$ cat config.mk
export PLATFORM = sky130hd
export DESIGN_NAME = input_conditioner
export DESIGN_NICKNAME = d
export VERILOG_FILES = /design/src/rtl/input_cond_pkg.sv /design/src/rtl/debounce_bit.sv /design/src/rtl/input_conditioner.sv
export SDC_FILE = /design/constraint.sdc
export NUM_CORES = 1
export LEC_CHECK = 0
export ABC_CLOCK_PERIOD_IN_PS = 2000
export CORE_AREA = 2 2 39 41
export DETAILED_ROUTE_END_ITERATION = 8
export DIE_AREA = 0 0 41 43
export GPL_ROUTABILITY_DRIVEN = 0
export GPL_TIMING_DRIVEN = 1
export PLACE_DENSITY_LB_ADDON = 0.3
export SLEW_MARGIN = 15
export SYNTH_ARGS = -nofsm -noshare
export SYNTH_HDL_FRONTEND = slang
export SYNTH_SLANG_ARGS = --single-unit
$ cat constraint.sdc
create_clock -name clk -period 2 [get_ports clk]
set_input_delay 0.4 -clock clk [delete_from_list [all_inputs] [get_ports clk]]
set_output_delay 0.4 -clock clk [all_outputs]
set_load 0.01 [all_outputs]
$ cat src/rtl/input_cond_pkg.sv
// -----------------------------------------------------------------------------
// input_cond_pkg
// Shared constants and helpers for the switch/key input conditioner.
//   DEFAULT_DEBOUNCE_CYCLES : default number of consecutive disagreeing samples
//                             needed before the clean level follows the input.
//   cnt_width(n)            : width of a counter that must hold values 0..n.
// -----------------------------------------------------------------------------
package input_cond_pkg;

  localparam int DEFAULT_DEBOUNCE_CYCLES = 4;

  // Width of a counter able to hold 0..n; every debounce instance sizes its
  // counter with this so all bits agree on the same encoding.
  function automatic int cnt_width(input int n);
    return $clog2(n + 1);
  endfunction

endpackage

$ cat src/rtl/debounce_bit.sv
// -----------------------------------------------------------------------------
// debounce_bit
// One input bit: two-flop synchronizer, consecutive-sample debounce counter and
// registered single-cycle edge pulses.
// Ports:
//   clk    : system clock
//   reset  : asynchronous active-high reset
//   raw    : unsynchronized active-high level
//   clean  : debounced, synchronized level
//   rise   : one-cycle pulse when clean goes 0->1
//   fall   : one-cycle pulse when clean goes 1->0
// DEBOUNCE_CYCLES is legal in the range 1..65535.
// -----------------------------------------------------------------------------
module debounce_bit
  import input_cond_pkg::*;
#(
  parameter int DEBOUNCE_CYCLES = DEFAULT_DEBOUNCE_CYCLES
) (
  input  logic clk,
  input  logic reset,
  input  logic raw,
  output logic clean,
  output logic rise,
  output logic fall
);

  localparam int              CW   = cnt_width(DEBOUNCE_CYCLES);
  localparam logic [CW-1:0]   LAST = CW'(DEBOUNCE_CYCLES - 1);

  logic          r_sync1;
  logic          r_sync2;
  logic          r_clean;
  logic          r_rise;
  logic          r_fall;
  logic [CW-1:0] r_cnt;

  // Synchronizer: nothing may sit between the two flops so the first one has a
  // full cycle to resolve metastability.
  always_ff @(posedge clk or posedge reset) begin
    if (reset) begin
      r_sync1 <= 1'b0;
      r_sync2 <= 1'b0;
    end else begin
      r_sync1 <= raw;
      r_sync2 <= r_sync1;
    end
  end

  // Debounce: the counter tracks how many consecutive samples have disagreed
  // with clean. Any agreeing sample discards the partial count, so a short
  // excursion never reaches clean. The counter saturates at LAST and resets
  // on the update, so it can never wrap.
  always_ff @(posedge clk or posedge reset) begin
    if (reset) begin
      r_clean <= 1'b0;
      r_rise  <= 1'b0;
      r_fall  <= 1'b0;
      r_cnt   <= '0;
    end else if (r_sync2 == r_clean) begin
      r_cnt   <= '0;
      r_rise  <= 1'b0;
      r_fall  <= 1'b0;
    end else if (r_cnt == LAST) begin
      r_clean <= r_sync2;
      r_cnt   <= '0;
      r_rise  <= r_sync2;
      r_fall  <= ~r_sync2;
    end else begin
      r_cnt   <= r_cnt + 1'b1;
      r_rise  <= 1'b0;
      r_fall  <= 1'b0;
    end
  end

  assign clean = r_clean;
  assign rise  = r_rise;
  assign fall  = r_fall;

endmodule

$ cat src/rtl/input_conditioner.sv
// -----------------------------------------------------------------------------
// input_conditioner
// Conditions WIDTH independent switch/key bits before they reach the
// landing-lights FSM. Each bit is synchronized and debounced separately.
// Ports:
//   clk     : system clock
//   reset   : asynchronous active-high reset
//   raw     : [WIDTH-1:0] unsynchronized active-high levels
//   clean   : [WIDTH-1:0] debounced levels
//   rise    : [WIDTH-1:0] one-cycle 0->1 pulses of clean
//   fall    : [WIDTH-1:0] one-cycle 1->0 pulses of clean
//   changed : high whenever any rise or fall bit is high
// -----------------------------------------------------------------------------
module input_conditioner
  import input_cond_pkg::*;
#(
  parameter int WIDTH           = 2,
  parameter int DEBOUNCE_CYCLES = DEFAULT_DEBOUNCE_CYCLES
) (
  input  logic             clk,
  input  logic             reset,
  input  logic [WIDTH-1:0] raw,
  output logic [WIDTH-1:0] clean,
  output logic [WIDTH-1:0] rise,
  output logic [WIDTH-1:0] fall,
  output logic             changed
);

  logic [WIDTH-1:0] w_clean;
  logic [WIDTH-1:0] w_rise;
  logic [WIDTH-1:0] w_fall;

  for (genvar g = 0; g < WIDTH; g++) begin : g_bit
    debounce_bit #(
      .DEBOUNCE_CYCLES (DEBOUNCE_CYCLES)
    ) u_debounce_bit (
      .clk   (clk),
      .reset (reset),
      .raw   (raw[g]),
      .clean (w_clean[g]),
      .rise  (w_rise[g]),
      .fall  (w_fall[g])
    );
  end

  // Only registered pulses feed this OR, so there is still no path from raw
  // to any output.
  assign changed = |{w_rise, w_fall};
  assign clean   = w_clean;
  assign rise    = w_rise;
  assign fall    = w_fall;

endmodule

==> results of run 1 <==
[per-layer routing]
metal / routed length, um / share of wire [%] / global-route usage (%)
met1: 273 / 39 / 14.54
met2: 379 / 54 / 17.81
met3: 45 / 6.4 / 3.141
met4: 10 / 1.4 / 10.00
met5: 0 / 0 / 0
[state kept, by name, indices dropped and copies added, names as in the netlist]
name,flops
g_bit.u_debounce_bit.rise,2
g_bit.u_debounce_bit.fall,2
g_bit.u_debounce_bit.r_cnt,6
g_bit.u_debounce_bit.r_sync1,2
g_bit.u_debounce_bit.clean,2
g_bit.u_debounce_bit.r_sync2,2
[final timing paths]
path / from / to / slack, ps / depth (start not counted)
max in group asynchronous: reset / g_bit[0].u_debounce_bit.r_cnt[0]$_DFF_PP0_ / 1170 / 2
hold / removal: g_bit[0].u_debounce_bit.r_sync1$_DFF_PP0_ / g_bit[0].u_debounce_bit.r_sync2$_DFF_PP0_ / 360 / 0
setup / recovery: g_bit[0].u_debounce_bit.rise$_DFF_PP0_ / changed / 150 / 2
setup reg to reg: g_bit[1].u_debounce_bit.r_cnt[0]$_DFF_PP0_ / g_bit[1].u_debounce_bit.clean$_DFFE_PP0P_ / 810 / 3
min in group asynchronous: reset / g_bit[1].u_debounce_bit.r_cnt[0]$_DFF_PP0_ / 470 / 2
hold reg to reg: g_bit[0].u_debounce_bit.r_sync1$_DFF_PP0_ / g_bit[0].u_debounce_bit.r_sync2$_DFF_PP0_ / 360 / 0
[cell families after synthesis]
family | share of synthesized area (%)
xor+xnor | 2.784
fa+ha+maj | 3.976
buf+inv | 7.752
flops | 63.62
mux | 3.578
simple gates | 18.29
[final cells by class]
type,instances,area share (%)
Timing Repair Buffer,10,13.37
Clock buffer,4,4.907
Tap cell,16,2.707
Multi-Input combinational cell,20,24.37
Inverter,1,0.5076
Sequential cell,16,54.15
[power by group]
part           internal [mW]  switching [mW]
clock                  0.111          0.0883
sequential             0.385          0.0436
combinational          0.132          0.0892
total                  0.627           0.221
[layout by cell type (no fill, tap or decap), types with 2 or more instances in the layout]
cell type,instances
clkdlybuf4s50_1,9
xnor2_1,2
ha_1,2
clkbuf_4,3
nor3b_1,8
dfrtp_1,16
[metrics by stage]
stage                     utilization (%)  power, mW  area (sq um)  setup WS [ps]  cells
after floorplan                         -     0.6047         629.4          680.8     43
after global placement              50.90     0.6494         704.4          265.1     63
after detailed placement            50.90     0.6643         704.4          240.9     63
after global routing                53.44     0.9124         739.5          85.99     67
after CTS                           53.44     0.8631         739.5          128.2     67
final                               53.44     0.8486         739.5          149.4     67
[timing repair]
action / 4_1_cts / 5_1_grt
buffers inserted: 0 / 0
gates resized for setup: 1 / 0
endpoints found under the setup margin: 1 / 0
==> impl_metrics.json, run 1 <==
{
  "cp_slowest_stage_delay_ps": 510,
  "synth.most_common_cell": "dfrtp_1",
  "leakage_nw": 0.3374,
  "cts_tree": "yes",
  "path_max_fanout": 2,
  "critPathSlowestCell": "or4_1",
  "cp_data_arrival_time_ps": 1450,
  "diodes": 0,
  "die_h_um": 43,
  "synthArstFlopShare_pct": 100.0,
  "ios": 11,
  "numPortBuffers": 10,
  "syn-num-nets": 49,
  "timing.final.crit_period_ps": 1851,
  "hp-class": "register to register",
  "end_kind": "primary output",
  "detail_route.first_pass.iterations": 2,
  "drt_iter0_markers": 1,
  "tightest_slew_ps": 556.4,
  "cap_viol_max_count": 0,
  "fmax_mhz": 540.4,
  "drive_gt1_share_pct": 13.73,
  "cts.sinks": 16,
  "synthCells": 43,
  "finalNetCount": 58,
  "rows": 14,
  "synthTopCellsByArea": "dfrtp_1 (64%), nor3b_1 (9.5%), buf_4 (7.2%)",
  "die_area_sq_um": 1763,
  "slew_viol_final": 0,
  "period_share_pct": 92.53,
  "clk_pin_slew_ps": 80,
  "clock_latency_ps": 270,
  "hold_buffers": 0,
  "synth_area_leader_cell": "dfrtp_1",
  "die_x_um": 41,
  "skew_ps": 1.428,
  "routed_via_density": 4.806,
  "crit_type": "register to primary output",
  "rsz0062_at_grt": "false",
  "numCtsBuffers": 3,
  "synth.distinct_cells": 14,
  "avgSynthCellArea_sq_um": 14.64,
  "ant_nets": 0,
  "synth_top_area_share_pct": 63.62,
  "grt-ovfl-total": 0,
  "path_buf_inv": 1,
  "relSlewSlack_pct": 62.87,
  "drc": 0,
  "power_density_nw_per_um2": 1148,
  "start_util_pct": 45.48,
  "worst_ep_required_time_ps": 1600,
  "grt_use_total_pct": 12.31,
  "multi_input_area_sq_um": 180.2,
  "synth_edf_count": 0,
  "antenna_found_initial": 0,
  "syn-cell-area_sq_um": 629.4,
  "grt_pass1_vias": 325,
  "dr_total_vias": 322,
  "fp.coreArea_sq_um": 1384,
  "grt_max_degree": 17,
  "hold_viol": 0,
  "cts_root_buf": "clkbuf_4",
  "path_cells": "or4_1 -> dlygate4sd2_1",
  "area_growth_syn_to_layout_pct": 17.49,
  "synth_ff_type": "dfrtp_1",
  "setup_violations": 0,
  "fin_hold_ws_ps": 355.5,
  "ys_seq_elements": 16,
  "final.setup.tns_ps": 0,
  "fillers": 118,
  "critPathLaunchType": "register",
  "wl_um": 708,
  "register_area_sq_um": 400.4,
  "status": "completed",
  "synth-seq-area-share_pct": 63.62,
  "wl_per_cell_um": 10.57,
  "dpl.hpwl_um": 587.3,
  "max-vdd-ir-drop_mv": 0.5206,
  "h-tree-depth": 1,
  "yosysWarnings": 0,
  "yosys-top-cells-count": "dfrtp_1 (16), nor3b_1 (8), buf_4 (6)",
  "grt_first_pass_wirelength_um": 1345,
  "clk_path_buf_depth": 2,
  "cpLargestDelayFamily": "simple AND/OR/NAND/NOR gates"
}
(Power assumes the default switching activity.)
==> run 2: changes to the inputs <==
- SLEW_MARGIN: 15 -> 20
==> results of run 2 <==
No change in the layout: final DEF, timing and power equal those of run 1.
==> run 3: changes to the inputs <==
- SETUP_SLACK_MARGIN: not set -> 0.1
==> impl_metrics.json, run 3 (synthesis gave the netlist of run 1 again) <==
{
  "end_kind": "primary output",
  "grt-ovfl-total": 0,
  "path_max_fanout": 2,
  "numPortBuffers": 10,
  "r2r_slack_ps": 810,
  "worst_ep_required_time_ps": 1600,
  "grt_max_degree": 17,
  "hp-start": "g_bit[0].u_debounce_bit.r_sync1$_DFF_PP0_",
  "numCtsBuffers": 3,
  "drc": 0,
  "rsz0062_at_grt": "false",
  "cp_data_arrival_time_ps": 1410,
  "whs_path_depth": 0,
  "largest_reg_flops": 6,
  "p_total_uw": 849.8,
  "min_to": "g_bit[0].u_debounce_bit.r_sync2$_DFF_PP0_",
  "critPathLaunchType": "register",
  "timing.final.crit_period_ps": 1806,
  "mostFrequentLayoutCells": "dfrtp_1 (16), clkdlybuf4s50_1 (9), nor3b_1 (8)",
  "multi_input_area_sq_um": 180.2,
  "r2r_start": "g_bit[1].u_debounce_bit.r_cnt[0]$_DFF_PP0_",
  "start_util_pct": 45.48,
  "hold_viol": 0,
  "wl_per_cell_um": 10.57,
  "p_int_uw": 628.5,
  "pwr-share-seq_pct": 50.4,
  "ios": 11,
  "cts.sinks": 16,
  "finalNetCount": 58,
  "regMostFlops": "g_bit.u_debounce_bit.r_cnt",
  "timing.rr.end": "g_bit[1].u_debounce_bit.clean$_DFFE_PP0P_",
  "cts_tree": "yes",
  "hold_buffers": 0,
  "crit_type": "register to primary output",
  "reg2reg_depth": 3,
  "drive_gt1_share_pct": 13.73,
  "dr_total_vias": 322,
  "h-tree-depth": 1,
  "switching_power_uw": 221.4,
  "status": "completed",
  "dpl.hpwl_um": 587.3,
  "slew_viol_final": 0,
  "cap_viol_max_count": 0,
  "wl_um": 708,
  "hp-class": "register to register",
  "fp.coreArea_sq_um": 1384,
  "swShare_pct": 26.05,
  "setup_violations": 0,
  "die_area_sq_um": 1763,
  "relSlewSlack_pct": 62.87,
  "power_density_nw_per_um2": 1147,
  "tightest_slew_ps": 556.4,
  "register_area_sq_um": 400.4,
  "clock_latency_ps": 270,
  "postPlaceCellArea_sq_um": 704.4,
  "final.setup.tns_ps": 0,
  "die_x_um": 41,
  "ant_nets": 0,
  "p_clk_share_pct": 23.4,
  "grt_pass1_vias": 325,
  "routed_via_density": 4.806,
  "drt_iter0_markers": 1,
  "detail_route.first_pass.iterations": 2,
  "clk_path_buf_depth": 2,
  "area_growth_syn_to_layout_pct": 17.69,
  "fmax_mhz": 553.8,
  "leakage_nw": 0.3341,
  "antenna_found_initial": 0,
  "period_share_pct": 90.29,
  "diodes": 0,
  "die_h_um": 43,
  "fin_hold_ws_ps": 355.5,
  "skew_ps": 1.428,
  "clk_pin_slew_ps": 80,
  "fillers": 117,
  "cts_root_buf": "clkbuf_4",
  "grt_first_pass_wirelength_um": 1345,
  "grt_use_total_pct": 12.31,
  "rows": 14,
  "fin_area_sq_um": 740.7,
  "final_common_cell": "dfrtp_1",
  "p_comb_share_pct": 26.2,
  "max-vdd-ir-drop_mv": 0.5217
}
## run 3: timing repair
item                       CTS  global route
setup endpoints to repair    1             1
resized for setup            1             1
setup buffers                0             0
## run 3: layer usage
metal / track usage (%) / part of all wire [%] / up-vias
met1: 14.54 / 39 / 152
met3: 3.141 / 6.2 / 2
met4: 10.00 / 1.4 / 0
li1: - / - / 158
met2: 17.81 / 54 / 10
met5: 0 / 0 / -
## run 3: final cells by class
type                            instances  area share, %
Sequential cell                        16          54.05
Timing Repair Buffer                   10          13.51
Clock buffer                            4          4.899
Tap cell                               16          2.703
Inverter                                1         0.5068
Multi-Input combinational cell         20          24.32
## run 3: power by group through the flow
| stage | sequential, mW | clock, mW | combinational, mW |
|---|---|---|---|
| after floorplan | 0.426 | 0 | 0.178 |
| after global placement | 0.432 | 0 | 0.218 |
| after detailed placement | 0.436 | 0 | 0.229 |
| after CTS | 0.429 | 0.208 | 0.226 |
| after global routing | 0.440 | 0.225 | 0.249 |
| final | 0.428 | 0.199 | 0.222 |
## run 3: how the worst max path moves through the flow
stage / start / slack, ps / end / cells past startpoint
5_1_grt: g_bit[0].u_debounce_bit.rise$_DFF_PP0_ / 130 / changed / 2
3_5_place_dp: g_bit[0].u_debounce_bit.rise$_DFF_PP0_ / 240 / changed / 2
4_1_cts: g_bit[0].u_debounce_bit.rise$_DFF_PP0_ / 130 / changed / 2
6_report: g_bit[0].u_debounce_bit.rise$_DFF_PP0_ / 190 / changed / 2
2_1_floorplan: g_bit[0].u_debounce_bit.rise$_DFF_PP0_ / 680 / changed / 1
3_3_place_gp: g_bit[0].u_debounce_bit.rise$_DFF_PP0_ / 270 / changed / 2
## run 3: through the flow
step	instances	setup slack, ps	util (%)
2_1_floorplan	43	680.8	-
5_1_grt	67	128.7	53.53
3_5_place_dp	63	240.9	50.90
3_3_place_gp	63	265.1	50.90
4_1_cts	67	128.2	53.44
6_report	67	194.3	53.53
## run 3: worst max-delay path, cell delays in order, from the launching register on
cell and delay [ps]:
dfrtp_1 380, or4_1 510, clkdlybuf4s15_1 240
